--- src/rtl/alu_seq_unit.sv ---
// Execute-stage ALU: registered single-cycle ADD/SUB/OR/LUI plus an optional
// iterative shift-add multiplier (compiled in when ALU_SEQ_MULT_EN is defined).
module alu_seq_unit #(
  parameter int DATA_WIDTH = 32
) (
  input  logic                  clk,
  input  logic                  reset,
  input  logic                  start_i,
  input  logic                  flush_i,
  input  logic [3:0]            alu_operation_i,
  input  logic [DATA_WIDTH-1:0] a_data_i,
  input  logic [DATA_WIDTH-1:0] b_data_i,
  output logic [DATA_WIDTH-1:0] alu_data_o,
  output logic [DATA_WIDTH-1:0] hi_data_o,
  output logic                  zero_o,
  output logic                  overflow_o,
  output logic                  illegal_o,
  output logic                  busy_o,
  output logic                  done_o
);
  localparam int DW = DATA_WIDTH;
  localparam int HW = DATA_WIDTH / 2;
  localparam logic [3:0] OP_OR   = 4'b0010;
  localparam logic [3:0] OP_ADD  = 4'b0011;
  localparam logic [3:0] OP_SUB  = 4'b0100;
  localparam logic [3:0] OP_LUI  = 4'b0101;
  localparam logic [3:0] OP_MULT = 4'b0110;

  logic [DW-1:0] r_alu;
  logic          r_zero, r_ovf, r_ill, r_done;
  logic [DW-1:0] w_res;
  logic          w_ovf, w_ill, w_is_mul, w_busy, w_accept;

  assign w_accept = start_i && !flush_i && !w_busy;

  always_comb begin
    w_res    = '0;
    w_ovf    = 1'b0;
    w_ill    = 1'b0;
    w_is_mul = 1'b0;
    case (alu_operation_i)
      OP_ADD: begin
        w_res = a_data_i + b_data_i;
        w_ovf = (a_data_i[DW-1] == b_data_i[DW-1]) && (w_res[DW-1] != a_data_i[DW-1]);
      end
      OP_SUB: begin
        w_res = a_data_i - b_data_i;
        w_ovf = (a_data_i[DW-1] != b_data_i[DW-1]) && (w_res[DW-1] != a_data_i[DW-1]);
      end
      OP_OR:  w_res = a_data_i | b_data_i;
      OP_LUI: w_res = {b_data_i[HW-1:0], {HW{1'b0}}};
`ifdef ALU_SEQ_MULT_EN
      OP_MULT: w_is_mul = 1'b1;
`endif
      default: w_ill = 1'b1;  // result stays 0, so zero_o reads 1
    endcase
  end

`ifdef ALU_SEQ_MULT_EN
  typedef enum logic {S_IDLE, S_MUL} state_t;
  localparam int            CW       = $clog2(DW);
  localparam logic [CW-1:0] CNT_LAST = CW'(DW - 1);

  state_t          r_state, w_state_nxt;
  logic [2*DW-1:0] r_prod, r_mcand, w_prod_nxt;
  logic [DW-1:0]   r_mplier, r_hi;
  logic [CW-1:0]   r_cnt;
  logic            w_mul_last;

  always_ff @(posedge clk) begin
    if (reset) r_state <= S_IDLE;
    else       r_state <= w_state_nxt;
  end

  always_comb begin
    w_state_nxt = r_state;
    w_mul_last  = 1'b0;
    w_prod_nxt  = r_prod + (r_mplier[0] ? r_mcand : '0);
    case (r_state)
      S_IDLE: if (w_accept && w_is_mul) w_state_nxt = S_MUL;
      S_MUL: begin
        if (flush_i) w_state_nxt = S_IDLE;
        else if (r_cnt == CNT_LAST) begin
          w_state_nxt = S_IDLE;
          w_mul_last  = 1'b1;
        end
      end
      default: w_state_nxt = S_IDLE;
    endcase
  end

  // Multiplicand is pre-shifted each step instead of indexing by count.
  always_ff @(posedge clk) begin
    if (reset) begin
      r_prod   <= '0;
      r_mcand  <= '0;
      r_mplier <= '0;
      r_cnt    <= '0;
    end else if (r_state == S_IDLE) begin
      if (w_accept && w_is_mul) begin
        r_prod   <= '0;
        r_mcand  <= {{DW{1'b0}}, a_data_i};
        r_mplier <= b_data_i;
        r_cnt    <= '0;
      end
    end else begin
      r_prod   <= w_prod_nxt;
      r_mcand  <= r_mcand << 1;
      r_mplier <= r_mplier >> 1;
      r_cnt    <= r_cnt + CW'(1);
    end
  end

  always_ff @(posedge clk) begin
    if (reset)                      r_hi <= '0;
    else if (w_accept && !w_is_mul) r_hi <= '0;
    else if (w_mul_last)            r_hi <= w_prod_nxt[2*DW-1:DW];
  end

  assign w_busy    = (r_state == S_MUL);
  assign hi_data_o = r_hi;
`else
  assign w_busy    = 1'b0;
  assign hi_data_o = '0;
`endif

  always_ff @(posedge clk) begin
    if (reset) begin
      r_alu  <= '0;
      r_zero <= 1'b1;
      r_ovf  <= 1'b0;
      r_ill  <= 1'b0;
      r_done <= 1'b0;
    end else begin
      r_done <= 1'b0;
      if (w_accept && !w_is_mul) begin
        r_alu  <= w_res;
        r_zero <= (w_res == '0);
        r_ovf  <= w_ovf;
        r_ill  <= w_ill;
        r_done <= 1'b1;
      end
`ifdef ALU_SEQ_MULT_EN
      else if (w_mul_last) begin
        r_alu  <= w_prod_nxt[DW-1:0];
        r_zero <= (w_prod_nxt[DW-1:0] == '0);
        r_ovf  <= 1'b0;
        r_ill  <= 1'b0;
        r_done <= 1'b1;
      end
`endif
    end
  end

  assign alu_data_o = r_alu;
  assign zero_o     = r_zero;
  assign overflow_o = r_ovf;
  assign illegal_o  = r_ill;
  assign busy_o     = w_busy;
  assign done_o     = r_done;
endmodule

--- config.mk ---
export PLATFORM = sky130hd
export DESIGN_NAME = alu_seq_unit
export DESIGN_NICKNAME = d
export VERILOG_FILES = /design/src/rtl/alu_seq_unit.sv
export SDC_FILE = /design/constraint.sdc
export NUM_CORES = 1
export LEC_CHECK = 0
export ABC_AREA = 1
export ABC_CLOCK_PERIOD_IN_PS = 2900
export CORE_MARGIN = 2
export CORE_UTILIZATION = 25
export DETAILED_ROUTE_END_ITERATION = 7
export SKIP_LAST_GASP = 1
export SYNTH_ARGS = -nofsm -noshare
export SYNTH_HDL_FRONTEND = slang
export SYNTH_SLANG_ARGS = --single-unit
--- constraint.sdc ---
create_clock -name clk -period 2.9 [get_ports clk]
set_input_delay 0.58 -clock clk [delete_from_list [all_inputs] [get_ports clk]]
set_output_delay 0.58 -clock clk [all_outputs]
set_load 0.005 [all_outputs]
# Yosys cells after proc, flatten, opt, wreduce, memory -nomap -nowiden
# Index checks and enable logic that the tools add are counted.
[totals] register_bits=36 inputBits=72 out_inout_bits=69 elab_cells=26
[classes] add_sub_neg=2 n_eq_ne=8 mux=4 bitwise_logic=1 n_reduce_logical=6
[ops] cell="$pmux W32 S4" n=1
[ops] cell="$add A32 B32 Y32" n=1
[ops] cell="$logic_not A32 Y1" n=1
[ops] cell="$or A32 B32 Y32" n=1
[ops] cell="$sub A32 B32 Y32" n=1
[ops] cell="$eq A4 B2 Y1 const B" n=2
[ops] cell="$eq A4 B3 Y1 const B" n=2
[ops] cell="$reduce_or A4 Y1" n=1
[ops] cell="$logic_and A1 B1 Y1" n=3
[ops] cell="$ne A1 B1 Y1" n=3
[ops] cell="$mux W1" n=2
[ops] cell="$pmux W1 S2" n=1
[ops] cell="$eq A1 B1 Y1" n=1
[ops] cell="$logic_not A1 Y1" n=1

# Longest topological paths before layout
# Gate-level depths: netlist of run 1.
[logic_depth] word_depth=4 ltp_mapped=22

# Least setup slack after synthesis of run 1
# No wires, ideal clock.
[synth_timing] path_type="in2reg" start="in a_data_i[0]" end="reg r_zero, in the netlist zero_o" setup_time_ns=0.059 arrival_ns=2.361 required_time_ns=2.841 path_slack_ns=0.481 stages=20 cell_sequence="ha_1 > inv_1 > fa_1 > inv_1 > nand2_1 > nand2_1 > nand3_2 > nand2_2 > nand2_1 > nand2_1 > nand4_1 > nand2_1 > nand2_1 > nand3_1 > nand2_1 > nor2_1 > nand2_1 > nor2_2 > nand2_1 > nand2_1"
[synth_between] elab_chain_len=3
[synth_rtl] element="start, declared" line_no="11" rtl="input logic [DATA_WIDTH-1:0] a_data_i,"
[synth_rtl] element="$sub A32 B32 Y32 (tied with other cells)" line_no="47" rtl="w_res = a_data_i - b_data_i;"
[synth_rtl] element="$pmux W32 S4 (*)" line_no="41" rtl="case (alu_operation_i)"
[synth_rtl] element="$logic_not A32 Y1 (*)" line_no="138" rtl="r_zero <= (w_res == '0);"
[synth_rtl] element="end signal, assigned" line_no="138"
[synth_rtl] element="end, declared" line_no="30" rtl="logic r_zero, r_ovf, r_ill, r_done;"
# Mark *: on every way between the ends. The rest lies on a longest branch, timed or not.
# A chain may end at the register's enable or synchronous reset.

# Final worst setup path of run 1
[layout_timing] start="in a_data_i[26]" end="reg r_zero, in the netlist zero_o"
# The elaborated chain is that of the path after synthesis.

==> results of run 1 <==
[state kept, by name, indices dropped and copies added (netlist names)]
register,count
alu_data_o,32
done_o,1
illegal_o,1
overflow_o,1
zero_o,1
[metrics by stage]
step / hold WS, ns / setup slack [ns]
after global placement: 0.471 / -0.709
after global routing: 0.501 / -0.0818
after detailed placement: 0.471 / -0.698
final: 0.476 / 0.0732
after CTS: 0.480 / -0.0419
after floorplan: 0.464 / 0.481
[how the worst max path moves through the flow]
stage / endpoint / depth (start not counted) / startpoint / slack, ns
2_1_floorplan: zero_o / 20 / a_data_i[0] / 0.48
3_3_place_gp: zero_o / 21 / a_data_i[6] / -0.71
3_5_place_dp: zero_o / 21 / a_data_i[6] / -0.70
4_1_cts: zero_o / 21 / b_data_i[12] / -0.04
5_1_grt: zero_o / 17 / b_data_i[23] / -0.08
6_report: zero_o / 20 / a_data_i[26] / 0.07
[per-layer routing]
layer	vias up	track usage (%)	wire (µm)
li1	5543	-	-
met1	4958	32.2	19100
met2	343	36.7	17400
met3	67	1.61	2230
met4	0	8.95	1660
met5	-	0	0
[kinds of logic after synthesis]
logic type | Yosys count | synth area share (%)
XOR/XNOR | 1 | 0.107
other | 1 | 0.0457
buffers and inverters | 398 | 20.8
AND/OR/NAND/NOR | 872 | 45.6
AO/OA/AOI/OAI | 125 | 8.64
flip-flops | 36 | 8.78
adder cells (fa/ha/maj) | 104 | 16.0
[power by group through the flow]
stage | clock network (mW) | logic [mW] | registers, mW
after detailed placement | 0 | 2.02 | 0.551
after global placement | 0 | 2.03 | 0.550
final | 0.504 | 2.45 | 0.540
after global routing | 0.523 | 2.65 | 0.543
after CTS | 0.519 | 2.18 | 0.540
after floorplan | 0 | 0.956 | 0.550
[critical path, cell delays in order]
cell and delay [ns]:
sky130_fd_sc_hd__clkdlybuf4s50_1 0.48, sky130_fd_sc_hd__inv_1 0.07, sky130_fd_sc_hd__ha_4 0.28, sky130_fd_sc_hd__buf_4 0.15, sky130_fd_sc_hd__nor2_1 0.12, sky130_fd_sc_hd__nand2_1 0.07
sky130_fd_sc_hd__inv_1 0.11, sky130_fd_sc_hd__nand2_1 0.14, sky130_fd_sc_hd__inv_1 0.10, sky130_fd_sc_hd__a21oi_2 0.05, sky130_fd_sc_hd__buf_4 0.15, sky130_fd_sc_hd__nand2_2 0.06
sky130_fd_sc_hd__nand2_1 0.05, sky130_fd_sc_hd__nand3_1 0.07, sky130_fd_sc_hd__nand2_1 0.08, sky130_fd_sc_hd__nor2_1 0.15, sky130_fd_sc_hd__nand3_1 0.11, sky130_fd_sc_hd__nor2_2 0.10
sky130_fd_sc_hd__nand2_1 0.06, sky130_fd_sc_hd__nand2_1 0.04
[timing repair]
action,in CTS,in global routing
setup endpoints to repair,25,24
pin swaps,35,104
resized for setup,129,317
setup buffers,18,20
[final cells by class]
| cell class | instances | area (µm²) |
|---|---|---|
| clock buffers | 6 | 129 |
| flip-flops and latches | 36 | 721 |
| well taps | 442 | 553 |
| clock inverters | 1 | 5.00 |
| inverters | 321 | 1210 |
| repair buffers | 492 | 4080 |
| fillers | 3481 | 18500 |
| multi-input cells | 1135 | 7220 |
[cell usage in the layout (no fill, tap or decap), types with 3 or more instances in the layout]
cell,instances
sky130_fd_sc_hd__a21oi_1,29
sky130_fd_sc_hd__a21oi_2,18
sky130_fd_sc_hd__a21oi_4,6
sky130_fd_sc_hd__and2_1,3
sky130_fd_sc_hd__buf_4,375
sky130_fd_sc_hd__buf_6,8
sky130_fd_sc_hd__clkbuf_16,5
sky130_fd_sc_hd__clkdlybuf4s50_1,62
sky130_fd_sc_hd__conb_1,33
sky130_fd_sc_hd__dfxtp_1,36
sky130_fd_sc_hd__dlygate4sd2_1,8
sky130_fd_sc_hd__dlymetal6s2s_1,35
sky130_fd_sc_hd__ha_1,68
sky130_fd_sc_hd__ha_2,6
sky130_fd_sc_hd__ha_4,28
sky130_fd_sc_hd__inv_1,257
sky130_fd_sc_hd__inv_2,60
sky130_fd_sc_hd__nand2_1,367
sky130_fd_sc_hd__nand2_2,87
sky130_fd_sc_hd__nand2_4,17
sky130_fd_sc_hd__nand3_1,121
sky130_fd_sc_hd__nand3_2,26
sky130_fd_sc_hd__nand3_4,3
sky130_fd_sc_hd__nand3b_1,6
sky130_fd_sc_hd__nand4_1,25
sky130_fd_sc_hd__nor2_1,116
sky130_fd_sc_hd__nor2_2,47
sky130_fd_sc_hd__nor2_4,22
sky130_fd_sc_hd__nor3_1,7
sky130_fd_sc_hd__nor3_2,4
sky130_fd_sc_hd__nor3_4,5
sky130_fd_sc_hd__o211ai_1,11
sky130_fd_sc_hd__o21ai_0,27
sky130_fd_sc_hd__o21ai_1,4
sky130_fd_sc_hd__o21bai_1,6
sky130_fd_sc_hd__o21bai_2,3
sky130_fd_sc_hd__o22ai_1,16
sky130_fd_sc_hd__or2_2,10
==> results.txt, run 1 <==
The run finished with clean final reports. After synthesis, the share of flip-flops with an asynchronous set or reset is 0%. The area fraction of the dominant cell type after synthesis is roughly a fifth. The tree is rooted in a sky130_fd_sc_hd__clkbuf_16. The total power density per cell area is 251 nW/µm². The first global-routing pass estimated roughly 59 mm of wire. The count of cells in the finished layout, fillers not included, comes to between 2k and 2.5k. In this run the most critical hold path is launched from alu_data_o[1]. The worst setup path is captured at a flip-flop. The number of violations of the max-capacitance limit came out at 0.

The setup TNS is 0 ns. Among all flip-flop cells after synthesis, the most frequent one is sky130_fd_sc_hd__dfxtp_1. The static power due to leakage is 7.82 nW. The cell count after placement is 2388. By count the netlist is led by 461 x sky130_fd_sc_hd__nand2_1, 316 x sky130_fd_sc_hd__inv_1, 176 x sky130_fd_sc_hd__nor2_1. The tightest min-delay check is of the reg -> reg type. The design draws approximately 3.5 mW. The fraction of power consumed by the clock network is between 10% and 20%. The maximum count of clock buffers along a single path is 2.

The total I/O pin count is 141. The instance count of the mapped netlist is between 1.5k and 2k. The number of buffers created by CTS came out at 5. Dividing the detail-routed via count by the number of cells gives 4.48.

The fmax is between 0.3 and 0.4 GHz. The critical path arrival came out at 3.05 ns. The hold buffer count at CTS came out at 0. The total iterations of the first detailed-routing run came out at 6. The critical path in this run is classified as in -> reg. The final layout contains routed wiring with a total length of roughly 40 mm. Each instance of the synthesized netlist takes up on average roughly 5.3 µm².

Global routing used between 20% and 30% of the available tracks. The floorplan die width came out at ~190 µm. The number of antenna diodes is 0.

The clock period minus final worst setup slack came out at between 2 and 3 ns. The relative contribution of combinational cells to total power is between 70% and 80%. The net switching power of the design came out at 1.54 mW. The netlist area before placement is 8210 µm². The detailed-route DRC error count came out at 0. The height of the chip is 185 µm. The detail route stage leaves a number of antenna-violating nets equal to 0. For this design, the sink count on the clock tree is 36. The final-report hold violation count is 0. The count of flip-flops with a built-in enable after synthesis is 0.

The clock tree from TritonCTS is done. The share of final-layout standard cells stronger than drive strength 1 is 37.5%. The detailed router placed ~11k vias in this run. Of all nets on the critical path, the largest fanout is 6. The worst reg2reg path depth came out at 4.

The setup violation total in the final timing report came out at 0. The post-synthesis cell type count came out at 41. The sequential element share of the synthesized area came out at under 10%. The mean routed wirelength per cell is between 15 and 20 µm.

The startpoint identified for the worst register-to-register timing path is alu_data_o[24]. The clock-pin slew on the worst setup and hold paths came out at approximately 0.06 ns. The maximum level of the CTS H-tree came out at 2. For flop-to-flop paths, the worst setup slack is 2.18 ns. The total of flip-flops plus latches after synthesis came out at 36. The total overflow left after global routing is 0. STA classifies the critical path startpoint as a primary input.

The congestion estimate from routability-driven global placement came to 1.02. Setup repair after global routing could not meet its margin everywhere. In the post-synthesis netlist, the cell with the most instances is sky130_fd_sc_hd__nand2_1.

The utilization of the core after routing came out at 42.9%. The register share of total power is around 16%. By area the synthesized netlist is led by sky130_fd_sc_hd__nand2_1 21%, sky130_fd_sc_hd__ha_1 16%, sky130_fd_sc_hd__inv_1 14%, sky130_fd_sc_hd__dfxtp_1 8.8%, sky130_fd_sc_hd__nand3_1 8.8%.

The worst register-to-register path ends at alu_data_o[24]. The initial antenna violation count is 0. The detailed-placement wirelength estimate came out at around 35 mm. Buffers placed on the I/O ports in this run total 107. For the worst-skew pair, the clock arrives at the later sink with an insertion delay of between 0.2 and 0.3 ns. The count of final max-slew check failures is 0.

In the final design database the tool counted 2167 nets. The core region is 32500 µm². The transition time at the pin with the least slew margin came out at a little over 0.5 ns.

After layout, the worst path uses slightly below 100% of the clock period. The area growth from synthesis to layout is 69.5%. Net switching is between 40% and 50% of the power. The post-route cell area came out at 13900 µm². The worst hold path passes through 2 cells. The worst-case IR drop observed on VDD is 0.208 mV.

The number of warning messages in the yosys log came out at 0. Of all cell types, the one taking the most synthesized area is sky130_fd_sc_hd__nand2_1. Once the floorplan was initialized, standard cells occupied between 20% and 30% of the core. The total internal power is 1.95 mW.

The worst clock skew is 0 ns. The worst-case headroom to the max-slew limit came out at around two thirds. The die covers roughly 34000 µm². The post-placement cell area is between 10000 and 15000 µm². Entering global routing, the biggest net connects 42 pins. The path with the worst hold slack has its endpoint at alu_data_o[1]. The placement row count is 66.

The number of design-rule violations left by the first detailed-router iteration came out at around 750. The critical path required time came out at 3.12 ns. The number of global-route vias before repair is between 10k and 15k.
No activity file was read; power rests on OpenSTA's default activity.
==> inputs of run 2 (changes only) <==
--- a/config.mk
+++ b/config.mk
@@ -9,6 +9,7 @@
 export ABC_CLOCK_PERIOD_IN_PS = 2900
 export CORE_MARGIN = 2
 export CORE_UTILIZATION = 25
+export CTS_CLUSTER_DIAMETER = 100
 export DETAILED_ROUTE_END_ITERATION = 7
 export SKIP_LAST_GASP = 1
 export SYNTH_ARGS = -nofsm -noshare
==> results of run 2 <==
Final layout, timing and power as in run 1 (identical DEF).
